--- src/rtl/math_bk_pkg.sv ---
// rtl/math_bk_pkg.sv - shared types, constants and prefix operator for the Brent-Kung subtractor
package math_bk_pkg;

  typedef struct packed {
    logic g;
    logic p;
  } bk_pg_t;

  localparam int BK_SUB_STAGES = 3;

  function automatic int bk_levels(input int n);
    return 2 * $clog2(n) - 1;
  endfunction

  // Prefix operator: hi spans the more significant bits, lo the less significant ones.
  function automatic bk_pg_t bk_dot(input bk_pg_t hi, input bk_pg_t lo);
    bk_pg_t r;
    r.g = hi.g | (hi.p & lo.g);
    r.p = hi.p & lo.p;
    return r;
  endfunction

endpackage

--- src/rtl/math_brent_kung_prefix.sv ---
// rtl/math_brent_kung_prefix.sv - combinational Brent-Kung group-generate tree over N+1 positions
// Position 0 carries the incoming carry; gg[k] is the group generate of positions 0..k.
module math_brent_kung_prefix
  import math_bk_pkg::*;
#(
  parameter int N = 8
) (
  input  logic [N:0] g,
  input  logic [N:0] p,
  output logic [N:0] gg
);

  localparam int M  = N + 1;
  localparam int LV = $clog2(M);

  if (2 * LV - 1 < bk_levels(N)) begin : g_depth_check
    $error("prefix tree shallower than the Brent-Kung depth for N");
  end

  always_comb begin
    bk_pg_t node [M];
    for (int i = 0; i < M; i++) begin
      node[i].g = g[i];
      node[i].p = p[i];
    end
    // Up-sweep: stride 2^(l+1) nodes absorb the block below them.
    for (int l = 0; l < LV; l++) begin
      for (int i = 0; i < M; i++) begin
        if ((i % (2 << l)) == ((2 << l) - 1)) begin
          node[i] = bk_dot(node[i], node[i - (1 << l)]);
        end
      end
    end
    // Down-sweep: fill the remaining positions from completed prefixes below.
    for (int l = LV - 1; l >= 0; l--) begin
      for (int i = 0; i < M; i++) begin
        if ((i >= (2 << l)) && ((i % (2 << l)) == ((1 << l) - 1))) begin
          node[i] = bk_dot(node[i], node[i - (1 << l)]);
        end
      end
    end
    gg = '0;
    for (int i = 0; i < M; i++) begin
      gg[i] = node[i].g;
    end
  end

endmodule

--- src/rtl/math_subtractor_brent_kung_pipe.sv ---
// rtl/math_subtractor_brent_kung_pipe.sv - 3-stage valid/ready Brent-Kung subtractor, diff = a - b - borrow_in
// Define MATH_SUB_SATURATE_EN to clamp the difference to zero whenever an unsigned borrow-out occurs.
module math_subtractor_brent_kung_pipe
  import math_bk_pkg::*;
#(
  parameter int N = 8
) (
  input  logic         i_clk,
  input  logic         i_rst,
  input  logic         i_valid,
  output logic         o_ready,
  input  logic [N-1:0] i_a,
  input  logic [N-1:0] i_b,
  input  logic         i_borrow,
  output logic         o_valid,
  input  logic         i_ready,
  output logic [N-1:0] o_diff,
  output logic         o_borrow,
  output logic         o_ovf
);

  if (N < 4 || N > 64 || (N & (N - 1)) != 0) begin : g_bad_n
    $error("N must be a power of two between 4 and 64");
  end

  logic         s1_vld, s2_vld;
  logic [N:0]   s1_g, s1_p;
  logic         s1_sa, s1_sb, s2_sa, s2_sb;
  logic [N:0]   s2_gg;
  logic [N-1:0] s2_p;
  logic [N:0]   pfx_gg;
  logic         rdy1, rdy2, rdy3;
  logic [N-1:0] raw_diff, diff_nxt;
  logic         brw_nxt, ovf_nxt;

  // A stage may move when it is empty or the stage after it is moving.
  assign rdy3    = ~o_valid | i_ready;
  assign rdy2    = ~s2_vld | rdy3;
  assign rdy1    = ~s1_vld | rdy2;
  assign o_ready = rdy1;

  math_brent_kung_prefix #(.N(N)) u_prefix (
    .g  (s1_g),
    .p  (s1_p),
    .gg (pfx_gg)
  );

  // Carry into operand bit i sits at prefix position i; a carry-out means no borrow.
  assign raw_diff = s2_p ^ s2_gg[N-1:0];
  assign brw_nxt  = ~s2_gg[N];
  assign ovf_nxt  = (s2_sa != s2_sb) && (raw_diff[N-1] != s2_sa);

`ifdef MATH_SUB_SATURATE_EN
  assign diff_nxt = brw_nxt ? '0 : raw_diff;
`else
  assign diff_nxt = raw_diff;
`endif

  always_ff @(posedge i_clk) begin
    if (i_rst) begin
      s1_vld   <= 1'b0;
      s1_g     <= '0;
      s1_p     <= '0;
      s1_sa    <= 1'b0;
      s1_sb    <= 1'b0;
      s2_vld   <= 1'b0;
      s2_gg    <= '0;
      s2_p     <= '0;
      s2_sa    <= 1'b0;
      s2_sb    <= 1'b0;
      o_valid  <= 1'b0;
      o_diff   <= '0;
      o_borrow <= 1'b0;
      o_ovf    <= 1'b0;
    end else begin
      if (rdy1) s1_vld <= i_valid;
      if (rdy1 && i_valid) begin
        s1_g  <= {i_a & ~i_b, ~i_borrow};
        s1_p  <= {i_a ^ ~i_b, 1'b0};
        s1_sa <= i_a[N-1];
        s1_sb <= i_b[N-1];
      end
      if (rdy2) s2_vld <= s1_vld;
      if (rdy2 && s1_vld) begin
        s2_gg <= pfx_gg;
        s2_p  <= s1_p[N:1];
        s2_sa <= s1_sa;
        s2_sb <= s1_sb;
      end
      if (rdy3) o_valid <= s2_vld;
      if (rdy3 && s2_vld) begin
        o_diff   <= diff_nxt;
        o_borrow <= brw_nxt;
        o_ovf    <= ovf_nxt;
      end
    end
  end

endmodule
--- config.mk ---
export PLATFORM = sky130hd
export DESIGN_NAME = math_subtractor_brent_kung_pipe
export DESIGN_NICKNAME = d
export VERILOG_FILES = /design/src/rtl/math_bk_pkg.sv /design/src/rtl/math_brent_kung_prefix.sv /design/src/rtl/math_subtractor_brent_kung_pipe.sv
export SDC_FILE = /design/constraint.sdc
export NUM_CORES = 1
export LEC_CHECK = 0
export ABC_AREA = 1
export CORE_UTILIZATION = 25
export DETAILED_ROUTE_END_ITERATION = 8
export SLEW_MARGIN = 20
export SYNTH_ARGS = -nofsm -noshare
export SYNTH_HDL_FRONTEND = slang
export SYNTH_SLANG_ARGS = --single-unit
--- constraint.sdc ---
create_clock -name i_clk -period 2.2 [get_ports i_clk]
set_input_delay 0.22 -clock i_clk [delete_from_list [all_inputs] [get_ports i_clk]]
set_output_delay 0.22 -clock i_clk [all_outputs]
set_load 0.02 [all_outputs]
---- Word-level counts from Yosys, hierarchy flattened ----
Index checks and enable logic that the tools add are counted.
word-level totals
  output and inout port bits .............. 12
  input bits .............................. 21
  bits in registers ....................... 51
cells by class
  equality and inequality tests ........... 2
  reductions and logical operators ........ 4
  bitwise logic cells ..................... 40
operator list
  operator               count
  1-bit AND              16
  8-bit XOR              2
  1-bit bitwise OR       15
  8-bit AND              1
  8-bit NOT              1
  1-bit NOT              5
  1-bit logical AND      4
  1-bit inequality test  2

---- Logic depth before layout (Yosys ltp) ----
  depth in word-level cells ............... 8
  mapped depth ............................ 8
  depth with buffers taken out ............ 8

---- Hierarchy ----
Synthesis repeated with hierarchy kept, for this count alone.
second synthesis, totals
  cell total of the unflattened synthesis .. 335
  area total of the unflattened synthesis .. 2348.5 um^2
by module, submodules not included
  module                           area an instance (um^2)  sequential area each (um^2)  instances  cells an instance
  math_subtractor_brent_kung_pipe  2179.6                   1021.0                       1          301
  math_brent_kung_prefix           168.9                    0.0                          1          34

---- Worst setup path before layout ----
OpenSTA, ideal clock, no wires.
  path kind ............................... flip-flop to flip-flop
  from .................................... register o_valid
  to ...................................... register s1_p[4]
  path buffers ............................ 1
  slack ................................... 941 ps
  required time ........................... 2084 ps
  arrival time ............................ 1143 ps
  stages on the path, launching flop included .. 7
  path through ............................ dfxtp_1 > nand4_4 > nand2_4 > inv_4 > buf_6 > nor2_1 > nor2_1
between the ends
  cells in the longest elaborated chain, start to end .. 5
RTL lines
  item                    line                                   text
  start, declared         math_subtractor_brent_kung_pipe.sv:15  output logic o_valid,
  start signal, assigned  math_subtractor_brent_kung_pipe.sv:90  if (rdy3) o_valid <= s2_vld;
  1-bit NOT               math_subtractor_brent_kung_pipe.sv:37  assign rdy3 = ~o_valid | i_ready;
  1-bit bitwise OR        math_subtractor_brent_kung_pipe.sv:37
  1-bit bitwise OR        math_subtractor_brent_kung_pipe.sv:38  assign rdy2 = ~s2_vld | rdy3;
  1-bit bitwise OR        math_subtractor_brent_kung_pipe.sv:39  assign rdy1 = ~s1_vld | rdy2;
  named net o_ready       math_subtractor_brent_kung_pipe.sv:11  output logic o_ready,
  1-bit logical AND       math_subtractor_brent_kung_pipe.sv:77  if (rdy1 && i_valid) begin
  end signal, assigned    math_subtractor_brent_kung_pipe.sv:79  s1_p <= {i_a ^ ~i_b, 1'b0};
  end, declared           math_subtractor_brent_kung_pipe.sv:27  logic [N:0] s1_g, s1_p;
The timed path passes the listed nets, and every way through them passes these cells.
A chain may end at the register's enable or synchronous reset.

---- Final worst setup path ----
  from .................................... input i_ready
  to ...................................... output o_ready
between the ends
  cells in the longest elaborated chain, start to end .. 3
RTL lines
  item              line                                   text
  start, declared   math_subtractor_brent_kung_pipe.sv:16  input logic i_ready,
  1-bit bitwise OR  math_subtractor_brent_kung_pipe.sv:37
  1-bit bitwise OR  math_subtractor_brent_kung_pipe.sv:38
  1-bit bitwise OR  math_subtractor_brent_kung_pipe.sv:39
  end, declared     math_subtractor_brent_kung_pipe.sv:11
Every way passes these cells.

==> impl_metrics.json <==
{
  "vias": 1653,
  "drtAntennaViolNets": 0,
  "cts_hold_buf": 0,
  "cts_resized": 0,
  "grt_usage_pct": 9.54,
  "antenna_found_initial": 0,
  "globalRoute.totalOverflow": 0,
  "area_delta_synth_final_pct": 23.2,
  "port_buffers": 32,
  "path_clk_slew_ns": 0.09,
  "setup_tns_ns": 0,
  "skew_ns": 0.0120,
  "rows": 33,
  "power.total_mw": 1.90,
  "io-pin-count": 33,
  "ys_types": 18,
  "grt_max_degree": 38,
  "slew_violations": 0,
  "clockBufferDepth": 2,
  "cpPeakStageDelay_ns": 0.61,
  "fin_area_um2": 2630,
  "nets": 327,
  "synthTopCellsByCount": "dfxtp_1, nor2_1, o21ai_0",
  "die_h_um": 94.4,
  "crit_family": "buffers and inverters",
  "dpl_cell_area_um2": 2510,
  "grt_pass1_wl_um": 6780,
  "tightest_slew_ns": 0.297,
  "timing.final.crit_share_pct": 76.3,
  "crit_buf_inv": 3,
  "power_density_nw_per_um2": 722,
  "leakagePower_nw": 1.08,
  "yosys_most_used_dff": "dfxtp_1",
  "numClockSinks": 51,
  "worst_path_most_repeated_cell": "clkdlybuf4s50_1",
  "tritoncts.num_buffers": 5,
  "seq_area_frac_synth_pct": 47.9,
  "core_um2": 8220,
  "endpoint_kind": "primary output",
  "n_fill_cell": 859,
  "drt-initial-drc-count": 92,
  "synth_edf_count": 0,
  "fin_crit_ns": 1.68,
  "drv_cap": 0,
  "cp.required_ns": 1.98,
  "die_x_um": 94.4,
  "drtPass1Iterations": 4,
  "critPathLaunchType": "input pin",
  "hold_class": "input pin to register",
  "initial_utilization_pct": 25.9,
  "hold_depth": 2,
  "slew_headroom_pct": 80.2,
  "rsz0062_at_grt": "false",
  "path_cells": "clkdlybuf4s50_1 -> inv_1 -> nand4_4 -> clkdlybuf4s50_1",
  "r2r-end": "s2_gg[7]$_SDFFE_PP0P_",
  "critPathMaxFanout": 3,
  "synth_cells": 268,
  "cts_tree": "done",
  "r2r_cells": 7,
  "synth_area_um2": 2130,
  "synth.most_common_cell": "dfxtp_1",
  "yosys.area.top_type": "dfxtp_1",
  "status": "completed",
  "route.detailed.drc": 0,
  "fin_util_pct": 32.0,
  "cts_root_buf": "clkbuf_8",
  "fmax_mhz": 596,
  "insertion_delay_ns": 0.31,
  "design.die.area_um2": 8900,
  "synth_warnings": 0,
  "post-cts-setup-buffers": 0,
  "cts_max_level": 2,
  "r2r_start": "o_valid$_SDFFE_PP0P_",
  "place.gp.congestion": 0.716,
  "worst-r2r-setup-slack_ns": 0.83,
  "final-setup-viol-count": 0,
  "viasPerCell": 4.09,
  "hold_end": "s1_g[0]$_SDFFE_PP0P_",
  "crit_path_top_delay_cell": "clkdlybuf4s50_1",
  "ys_seq_elements": 51,
  "drive_above_1_share_pct": 5.69,
  "worst_ep_arrival_time_ns": 1.46,
  "async_reset_ff_share_pct": 0,
  "grt_pass1_vias": 1539,
  "hp-start": "i_borrow",
  "drt_wl_total_um": 3760,
  "avgSynthCellArea_um2": 7.96,
  "finalHoldViolCount": 0,
  "post_drt_wl_per_cell_um": 9.30,
  "place_hpwl_um": 2700,
  "synthTopCellsByArea": "dfxtp_1, o21ai_0, nor2_1",
  "n_antenna_cell": 0,
  "yosysTopAreaCellShare_pct": 47.9,
  "syn-num-nets": 297,
  "critPathKind": "input pin to primary output",
  "ir_drop_mv": 0.210
}
-- cell families after synthesis --
| family | Yosys count | share of synthesized area, % |
|---|---|---|
| and+or+nand+nor | 86 | 17.1 |
| AOI/OAI and AO/OA | 74 | 17.5 |
| DFF | 51 | 47.9 |
| buffers and inverters | 41 | 9.45 |
| xor gates and xnor gates | 8 | 3.29 |
| adders and majority gates | 8 | 4.70 |
-- cell type report --
type	count	area (um2)	share of cell area, %
Timing Repair Buffer	34	335	12.8
Inverter	30	115	4.38
Multi-Input combinational cell	176	910	34.6
Sequential cell	51	1020	38.9
Clock buffer	5	68.8	2.62
Clock inverter	3	46.3	1.76
Tap cell	105	131	5.00
-- routing by layer --
layer	up-vias	track usage, %	wire length (um)
met5	-	0	0
met4	0	4.62	85
met3	6	2.66	191
met2	28	15.9	1600
met1	700	11.3	1880
li1	919	-	-
-- report_power, final --
part | internal, mW | switching, mW
Clock | 0.343 | 0.311
Combinational | 0.108 | 0.120
Sequential | 0.979 | 0.0354
Total | 1.43 | 0.467
-- placed cells by master, fill, tap and decap left out, drive strengths merged, types with 4 or more instances in the layout --
master	Yosys	layout
dfxtp	51	51
nand3	4	4
nor2	45	45
inv	30	31
clkdlybuf4s50	0	32
clkbuf	4	5
xnor2	8	8
ha	8	8
nand2	36	36
o21ai	42	42
a21oi	29	29
-- flip-flops by register name, indices dropped and copies added, names as in the netlist, 8 cells and up --
signal and count:
o_diff 8, s1_g 9, s1_p 8, s2_gg 9, s2_p 8
-- worst max-delay path by stage --
stage                    startpoint                    to  depth (start not counted)
6_report                    i_ready               o_ready                          4
4_1_cts        o_valid$_SDFFE_PP0P_               o_ready                          2
2_1_floorplan  o_valid$_SDFFE_PP0P_  s1_p[4]$_SDFFE_PP0P_                          6
3_3_place_gp                i_ready               o_ready                          4
5_1_grt        o_valid$_SDFFE_PP0P_               o_ready                          2
3_5_place_dp                i_ready               o_ready                          4
-- through the flow --
| stage | hold slack [ns] | setup WS [ns] | std cells |
|---|---|---|---|
| 5_1_grt | 0.471 | 0.441 | 404 |
| 3_5_place_dp | 0.445 | 0.519 | 396 |
| 2_1_floorplan | 0.289 | 0.941 | 268 |
| 6_report | 0.454 | 0.521 | 404 |
| 3_3_place_gp | 0.434 | 0.519 | 396 |
| 4_1_cts | 0.449 | 0.492 | 404 |
No activity file was read; power rests on OpenSTA's default activity.
